--- src/rtl/kernel_2mm_pkg.sv ---
// Shared types for the 2mm kernel dispatcher.
//   job_desc_t       : one queued job (tag, two scalars, four matrix bases).
//   dispatch_state_t : dispatcher FSM state.
//   sat_inc          : saturating increment for the run-time counter.
package kernel_2mm_pkg;

  localparam int TAG_W    = 8;
  localparam int SCALAR_W = 32;
  localparam int ADDR_W   = 64;
  localparam int CYC_W    = 32;

  typedef struct packed {
    logic [TAG_W-1:0]    tag;
    logic [SCALAR_W-1:0] alpha;
    logic [SCALAR_W-1:0] beta;
    logic [ADDR_W-1:0]   a;
    logic [ADDR_W-1:0]   b;
    logic [ADDR_W-1:0]   c;
    logic [ADDR_W-1:0]   d;
  } job_desc_t;

  localparam int JOB_W = $bits(job_desc_t);

  typedef enum logic [1:0] {
    IDLE,
    CALL,
    RUN
  } dispatch_state_t;

  function automatic logic [CYC_W-1:0] sat_inc(input logic [CYC_W-1:0] v);
    return (&v) ? v : v + 1'b1;
  endfunction

endpackage

--- src/rtl/kernel_2mm_job_fifo.sv ---
// Job descriptor queue.
//   clock, reset       : clock and synchronous active-high reset
//   push, push_data    : write one descriptor (ignored when full)
//   pop                : drop the head descriptor (ignored when empty)
//   head               : current head descriptor (valid when !empty)
//   full, empty, count : occupancy
module kernel_2mm_job_fifo
  import kernel_2mm_pkg::*;
#(
  parameter int DEPTH = 4
) (
  input  logic                   clock,
  input  logic                   reset,
  input  logic                   push,
  input  job_desc_t              push_data,
  input  logic                   pop,
  output job_desc_t              head,
  output logic                   full,
  output logic                   empty,
  output logic [$clog2(DEPTH):0] count
);

  localparam int PTR_W = $clog2(DEPTH);
  localparam int CNT_W = PTR_W + 1;
  localparam logic [CNT_W-1:0] DEPTH_CNT = CNT_W'(DEPTH);

  job_desc_t        mem [DEPTH];
  logic [PTR_W-1:0] wr_ptr_reg;
  logic [PTR_W-1:0] rd_ptr_reg;
  logic [CNT_W-1:0] count_reg;
  logic             push_ok;
  logic             pop_ok;

  assign full    = (count_reg == DEPTH_CNT);
  assign empty   = (count_reg == '0);
  assign count   = count_reg;
  assign push_ok = push && !full;
  assign pop_ok  = pop && !empty;

  // Head is read straight from the array so the dispatcher can capture it
  // in the same cycle it pops.
  assign head = mem[rd_ptr_reg];

  always_ff @(posedge clock) begin
    if (push_ok) begin
      mem[wr_ptr_reg] <= push_data;
    end
  end

  // DEPTH is a power of two, so the pointers wrap naturally.
  always_ff @(posedge clock) begin
    if (reset) begin
      wr_ptr_reg <= '0;
      rd_ptr_reg <= '0;
      count_reg  <= '0;
    end else begin
      if (push_ok) wr_ptr_reg <= wr_ptr_reg + 1'b1;
      if (pop_ok)  rd_ptr_reg <= rd_ptr_reg + 1'b1;
      case ({push_ok, pop_ok})
        2'b10:   count_reg <= count_reg + 1'b1;
        2'b01:   count_reg <= count_reg - 1'b1;
        default: count_reg <= count_reg;
      endcase
    end
  end

endmodule

--- src/rtl/kernel_2mm.sv ---
// kernel_2mm_dispatch: queues 2mm job descriptors and issues them one at a
// time to the kernel, timing each call and returning tag + run time.
//   clock, reset                     : clock, synchronous active-high reset
//   job_valid/job_ready, job_*       : job descriptor input
//   k_start/k_busy, k_alpha..k_d     : kernel call handshake and arguments
//   k_done/k_stall                   : kernel return handshake
//   cmpl_valid/cmpl_ready, cmpl_tag, cmpl_cycles : completion output
//   err_done                         : sticky, k_done seen with no call out
module kernel_2mm_dispatch
  import kernel_2mm_pkg::*;
#(
  parameter int FIFO_DEPTH = 4
) (
  input  logic                clock,
  input  logic                reset,
  input  logic                job_valid,
  output logic                job_ready,
  input  logic [TAG_W-1:0]    job_tag,
  input  logic [SCALAR_W-1:0] job_alpha,
  input  logic [SCALAR_W-1:0] job_beta,
  input  logic [ADDR_W-1:0]   job_a,
  input  logic [ADDR_W-1:0]   job_b,
  input  logic [ADDR_W-1:0]   job_c,
  input  logic [ADDR_W-1:0]   job_d,
  output logic                k_start,
  input  logic                k_busy,
  input  logic                k_done,
  output logic                k_stall,
  output logic [SCALAR_W-1:0] k_alpha,
  output logic [SCALAR_W-1:0] k_beta,
  output logic [ADDR_W-1:0]   k_a,
  output logic [ADDR_W-1:0]   k_b,
  output logic [ADDR_W-1:0]   k_c,
  output logic [ADDR_W-1:0]   k_d,
  output logic                cmpl_valid,
  input  logic                cmpl_ready,
  output logic [TAG_W-1:0]    cmpl_tag,
  output logic [CYC_W-1:0]    cmpl_cycles,
  output logic                err_done
);

  localparam int CNT_W = $clog2(FIFO_DEPTH) + 1;
  localparam logic [CNT_W-1:0] DEPTH_CNT = CNT_W'(FIFO_DEPTH);

  dispatch_state_t  state_reg, state_next;
  job_desc_t        job_in, fifo_head, args_reg;
  logic             fifo_push, fifo_pop, fifo_full, fifo_empty;
  logic [CNT_W-1:0] fifo_count, count_after;
  logic             ready_reg;
  logic             k_start_reg, k_start_next;
  logic [CYC_W-1:0] cycle_reg, cycle_next;
  logic             cmpl_valid_reg, cmpl_valid_next;
  logic [TAG_W-1:0] cmpl_tag_reg, cmpl_tag_next;
  logic [CYC_W-1:0] cmpl_cycles_reg, cmpl_cycles_next;
  logic             err_reg, err_next;
  logic             call_ack, ret_ack;

  always_comb begin
    job_in       = '0;
    job_in.tag   = job_tag;
    job_in.alpha = job_alpha;
    job_in.beta  = job_beta;
    job_in.a     = job_a;
    job_in.b     = job_b;
    job_in.c     = job_c;
    job_in.d     = job_d;
  end

  kernel_2mm_job_fifo #(.DEPTH(FIFO_DEPTH)) u_fifo (
    .clock     (clock),
    .reset     (reset),
    .push      (fifo_push),
    .push_data (job_in),
    .pop       (fifo_pop),
    .head      (fifo_head),
    .full      (fifo_full),
    .empty     (fifo_empty),
    .count     (fifo_count)
  );

  // job_ready is the registered "not full after this cycle" flag; it is held
  // low through reset, so the full flag also gates the push.
  assign fifo_push   = job_valid && ready_reg && !fifo_full;
  assign count_after = fifo_count + CNT_W'(fifo_push) - CNT_W'(fifo_pop);

  // Return back-pressure depends only on the completion register and the
  // consumer, never on k_done.
  assign k_stall  = cmpl_valid_reg && !cmpl_ready;
  assign call_ack = k_start_reg && !k_busy;
  assign ret_ack  = (state_reg == RUN) && k_done && !k_stall;

  always_comb begin
    state_next       = state_reg;
    fifo_pop         = 1'b0;
    k_start_next     = 1'b0;
    cycle_next       = cycle_reg;
    cmpl_valid_next  = cmpl_valid_reg;
    cmpl_tag_next    = cmpl_tag_reg;
    cmpl_cycles_next = cmpl_cycles_reg;
    err_next         = err_reg;

    if (cmpl_valid_reg && cmpl_ready) cmpl_valid_next = 1'b0;

    case (state_reg)
      IDLE: begin
        // Hold off while a completion is stuck so it cannot be overwritten.
        if (!fifo_empty && !k_stall) begin
          fifo_pop   = 1'b1;
          state_next = CALL;
        end
      end
      CALL: begin
        // k_start rises the cycle after the arguments are captured and
        // drops on the edge the call is accepted.
        k_start_next = !call_ack;
        if (call_ack) begin
          state_next = RUN;
          cycle_next = CYC_W'(1);
        end
      end
      RUN: begin
        cycle_next = sat_inc(cycle_reg);
        if (ret_ack) begin
          cmpl_valid_next  = 1'b1;
          cmpl_tag_next    = args_reg.tag;
          cmpl_cycles_next = cycle_reg;
          state_next       = IDLE;
        end
      end
      default: state_next = IDLE;
    endcase

    if (k_done && (state_reg != RUN)) err_next = 1'b1;
  end

  always_ff @(posedge clock) begin
    if (reset) begin
      state_reg       <= IDLE;
      ready_reg       <= 1'b0;
      args_reg        <= '0;
      k_start_reg     <= 1'b0;
      cycle_reg       <= '0;
      cmpl_valid_reg  <= 1'b0;
      cmpl_tag_reg    <= '0;
      cmpl_cycles_reg <= '0;
      err_reg         <= 1'b0;
    end else begin
      state_reg       <= state_next;
      ready_reg       <= (count_after != DEPTH_CNT);
      if (fifo_pop) args_reg <= fifo_head;
      k_start_reg     <= k_start_next;
      cycle_reg       <= cycle_next;
      cmpl_valid_reg  <= cmpl_valid_next;
      cmpl_tag_reg    <= cmpl_tag_next;
      cmpl_cycles_reg <= cmpl_cycles_next;
      err_reg         <= err_next;
    end
  end

  assign job_ready   = ready_reg;
  assign k_start     = k_start_reg;
  assign k_alpha     = args_reg.alpha;
  assign k_beta      = args_reg.beta;
  assign k_a         = args_reg.a;
  assign k_b         = args_reg.b;
  assign k_c         = args_reg.c;
  assign k_d         = args_reg.d;
  assign cmpl_valid  = cmpl_valid_reg;
  assign cmpl_tag    = cmpl_tag_reg;
  assign cmpl_cycles = cmpl_cycles_reg;
  assign err_done    = err_reg;

endmodule

--- config.mk ---
export PLATFORM = sky130hd
export DESIGN_NAME = kernel_2mm_dispatch
export DESIGN_NICKNAME = d
export VERILOG_FILES = /design/src/rtl/kernel_2mm_pkg.sv /design/src/rtl/kernel_2mm_job_fifo.sv /design/src/rtl/kernel_2mm.sv
export SDC_FILE = /design/constraint.sdc
export NUM_CORES = 2
export LEC_CHECK = 0
export BUFFER_PORTS_ARGS = -buffer_cell sky130_fd_sc_hd__buf_2
export CAP_MARGIN = 20
export CORE_MARGIN = 1.5
export CORE_UTILIZATION = 56
export CTS_CLUSTER_SIZE = 24
export DETAILED_ROUTE_END_ITERATION = 10
export PLACE_DENSITY = 0.81
export SLEW_MARGIN = 20
export SYNTH_ARGS = -nofsm -noshare
export SYNTH_HDL_FRONTEND = slang
export SYNTH_SLANG_ARGS = --single-unit
--- constraint.sdc ---
create_clock -name clock -period 11.69 [get_ports clock]
set_clock_uncertainty 0.2 [all_clocks]
set_input_delay 1.169 -clock clock [delete_from_list [all_inputs] [get_ports clock]]
set_output_delay 1.169 -clock clock [all_outputs]
set_load 0.02 [all_outputs]
==> results.yml <==
placement:
  io_buffer_count: 698
  place_area_mm2: 0.0672
  gp_congestion: 0.863
  dpl.hpwl_um: 84500
  dp_slack_ps: 6230
synth:
  syn_avg_cell_area_um2: 16.3
  yosysSeqAreaShare_pct: 73.7
  ys_ff_latch: 1725
  syn_inst: 3964
  synth_area_leaders: "edfxtp_1, dfxtp_1, mux4_2"
  synth-warning-count: 0
  synth_top_cell_by_area: "edfxtp_1"
  synth_edf_count: 1312
  synth_common_cells: "edfxtp_1, nand2_1, dfxtp_1"
  synth_most_common_cell: "edfxtp_1"
  synth_ff_type: "edfxtp_1"
  async_flop_share_pct: 0
  synthesis.nets: 4307
  ys_types: 63
  syn-cell-area_mm2: 0.0647
  synth_top_area_share_pct: 60.9
critical_path:
  cp.buffers_inverters: 5
  r2r_cells: 9
  crit_chain: "buf_2, nand2b_1, inv_1, nor3_1, nand2b_4, inv_8, buf_4, buf_4, nand2_1, a21oi_1"
  crit-reg2reg-launch: "cmpl_valid"
  cp_max_fo: 124
  r2r_slack_ps: 7100
  cpLargestDelayFamily: "buffers and inverters"
  worstSetupPathType: "in -> reg"
  arrival_ps: 5270
  max_stage_delay_ps: 820
  required_ps: 12160
  slowest_stage: "buf_4"
  cpMostUsedCell: "buf_4"
  crit_path_end_kind: "flip-flop"
  r2r-end: "args_reg[325]"
  start_kind: "input pin"
global_route:
  grt_util_all_layers_pct: 24.0
  grt_pass1_wl_um: 213000
  antenna_found_initial: 61
  grt_max_degree: 161
  grt.overflow.total: 0
  first_global_vias: 34700
cts:
  cts_setup_buffers: 0
  cts.sinks: 1725
  clk_pin_slew_ps: 60
  clock_latency_ps: 760
  cts-resized-gates: 0
  cts_max_level: 4
  cts_hold_buf: 0
  cts_tree: "done"
  root_buffer: "clkbuf_16"
  clock_path_buffers: 3
  cts_buffers: 168
finish:
  regMostFlops: "u_fifo.mem"
  largest_reg_flops: 1312
  drive_gt1_share_pct: 30.0
  fin_area_mm2: 0.0730
  fin_util_pct: 63.9
  nets: 4676
  areaGrowthSynthToFinish_pct: 13.0
pwr:
  leakagePower_nw: 25.0
  p_sw_share_pct: 30.4
  combPwrFrac_pct: 23.3
  switchingPower_mw: 5.30
  p_int_mw: 12.1
  p_total_mw: 17.4
  power.share.clock_pct: 31.3
  power_frac_seq_pct: 45.3
  peakVddDrop_uv: 200
  pwr_density_cell_mw_per_mm2: 238
worst_hold_path:
  min_path_cells: 2
  hold_path.class: "reg -> reg"
  min_to: "cmpl_tag[6]"
  hp-start: "args_reg[326]"
timing:
  maxSlewHeadroom_pct: 21.2
  timing.final.crit_period_ps: 4800
  worst_pin_slew_ps: 1180
  fin_ws_ps: 6890
  setup_viol_count_final: 0
  report.final.slew_viol_count: 0
  fmax_mhz: 208
  hold_violations: 0
  fin_tns_setup_ps: 0
  rsz0062_at_grt: "false"
  period_share_pct: 41.1
floorplan:
  num_rows: 124
  die_area_mm2: 0.118
  die_x_um: 343
  coreArea_mm2: 0.114
  die_h_um: 343
  start_util_pct: 56.5
  ios: 699
run:
  cap_viol_max_count: 0
routing:
  routed_wl_um: 145000
  routedWlPerCell_um: 24.0
  vias: 35100
  drtIter0Drc: 3097
  ant_nets: 0
  viasPerCell: 5.81
  drc: 0
  drt_pass1_iterations: 8
status:
  status: "finished clean"
cell type report:
class                           count  area (um2)
Antenna cell                       51         128
Clock buffer                      253        4930
Clock inverter                     64         756
Fill cell                        7574       41300
Inverter                           14        60.1
Multi-Input combinational cell   1689       13700
Sequential cell                  1725       47700
Tap cell                         1512        1890
Timing Repair Buffer              735        3920
through the flow:
stage,hold WS (ps),instances
global placement,238,5675
floorplan,232,3964
finish,241,6043
detailed placement,243,5675
CTS,245,5992
global route,269,6033
worst register-to-register path, delay by kind of cell, from the launching register on:
family          cells  cell delay (ps)
flops               1              310
compound gates      1              200
simple gates        4             1110
buf+inv             4             2700
cell families after synthesis:
logic type | after synthesis | synth area share, %
buffers and inverters | 550 | 5.16
adder cells (fa/ha/maj) | 9 | 0.197
AO/OA/AOI/OAI | 452 | 3.72
multiplexers | 332 | 11.5
XOR/XNOR | 7 | 0.0948
AND/OR/NAND/NOR | 889 | 5.62
flip-flops | 1725 | 73.7
layer usage:
| layer | wire (um) | GRT usage [%] | up-vias |
|---|---|---|---|
| met3 | 12900 | 6.36 | 388 |
| li1 | - | - | 15400 |
| met2 | 72700 | 39.0 | 1648 |
| met4 | 7290 | 13.0 | 34 |
| met1 | 51700 | 29.6 | 17700 |
| met5 | 197 | 0 | - |
cell usage in the layout (no fill, tap or decap), types with 12 or more instances in the layout:
cell          n
o21ai_0      12
clkbuf_8     28
a21oi_1     395
nand3_1      14
a31oi_1      13
nand2_1     770
nor3_1       13
clkinv_1     15
edfxtp_1   1312
inv_1        13
buf_2       697
diode_2      51
clkinv_2     19
dfxtp_1     411
clkbuf_16   174
mux4_2      328
bufinv_16    12
nand4_1      15
clkbuf_1     51
nor2_1       31
buf_4        26
worst max-delay path by stage:
stage                       end  cells after the start  slack, ps  startpoint
6_report          args_reg[325]                     10       6890  cmpl_ready
5_1_grt                  k_a[5]                     10       6690  cmpl_ready
4_1_cts                 k_d[48]                     10       7040  cmpl_ready
3_5_place_dp            k_d[48]                     10       6230  cmpl_ready
3_3_place_gp            k_d[43]                     10       6360  cmpl_ready
2_1_floorplan  u_fifo.mem[1][0]                      3       1640   job_valid
power by group through the flow:
| stage | combinational, mW | clock [mW] | sequential, mW |
|---|---|---|---|
| detailed placement | 4.05 | 0 | 7.99 |
| global placement | 3.98 | 0 | 7.93 |
| floorplan | 3.34 | 0 | 8.01 |
| CTS | 4.10 | 5.53 | 7.88 |
| global route | 4.34 | 5.77 | 7.96 |
| finish | 4.06 | 5.45 | 7.89 |
Note: power is estimated with default switching activity, not from simulation.
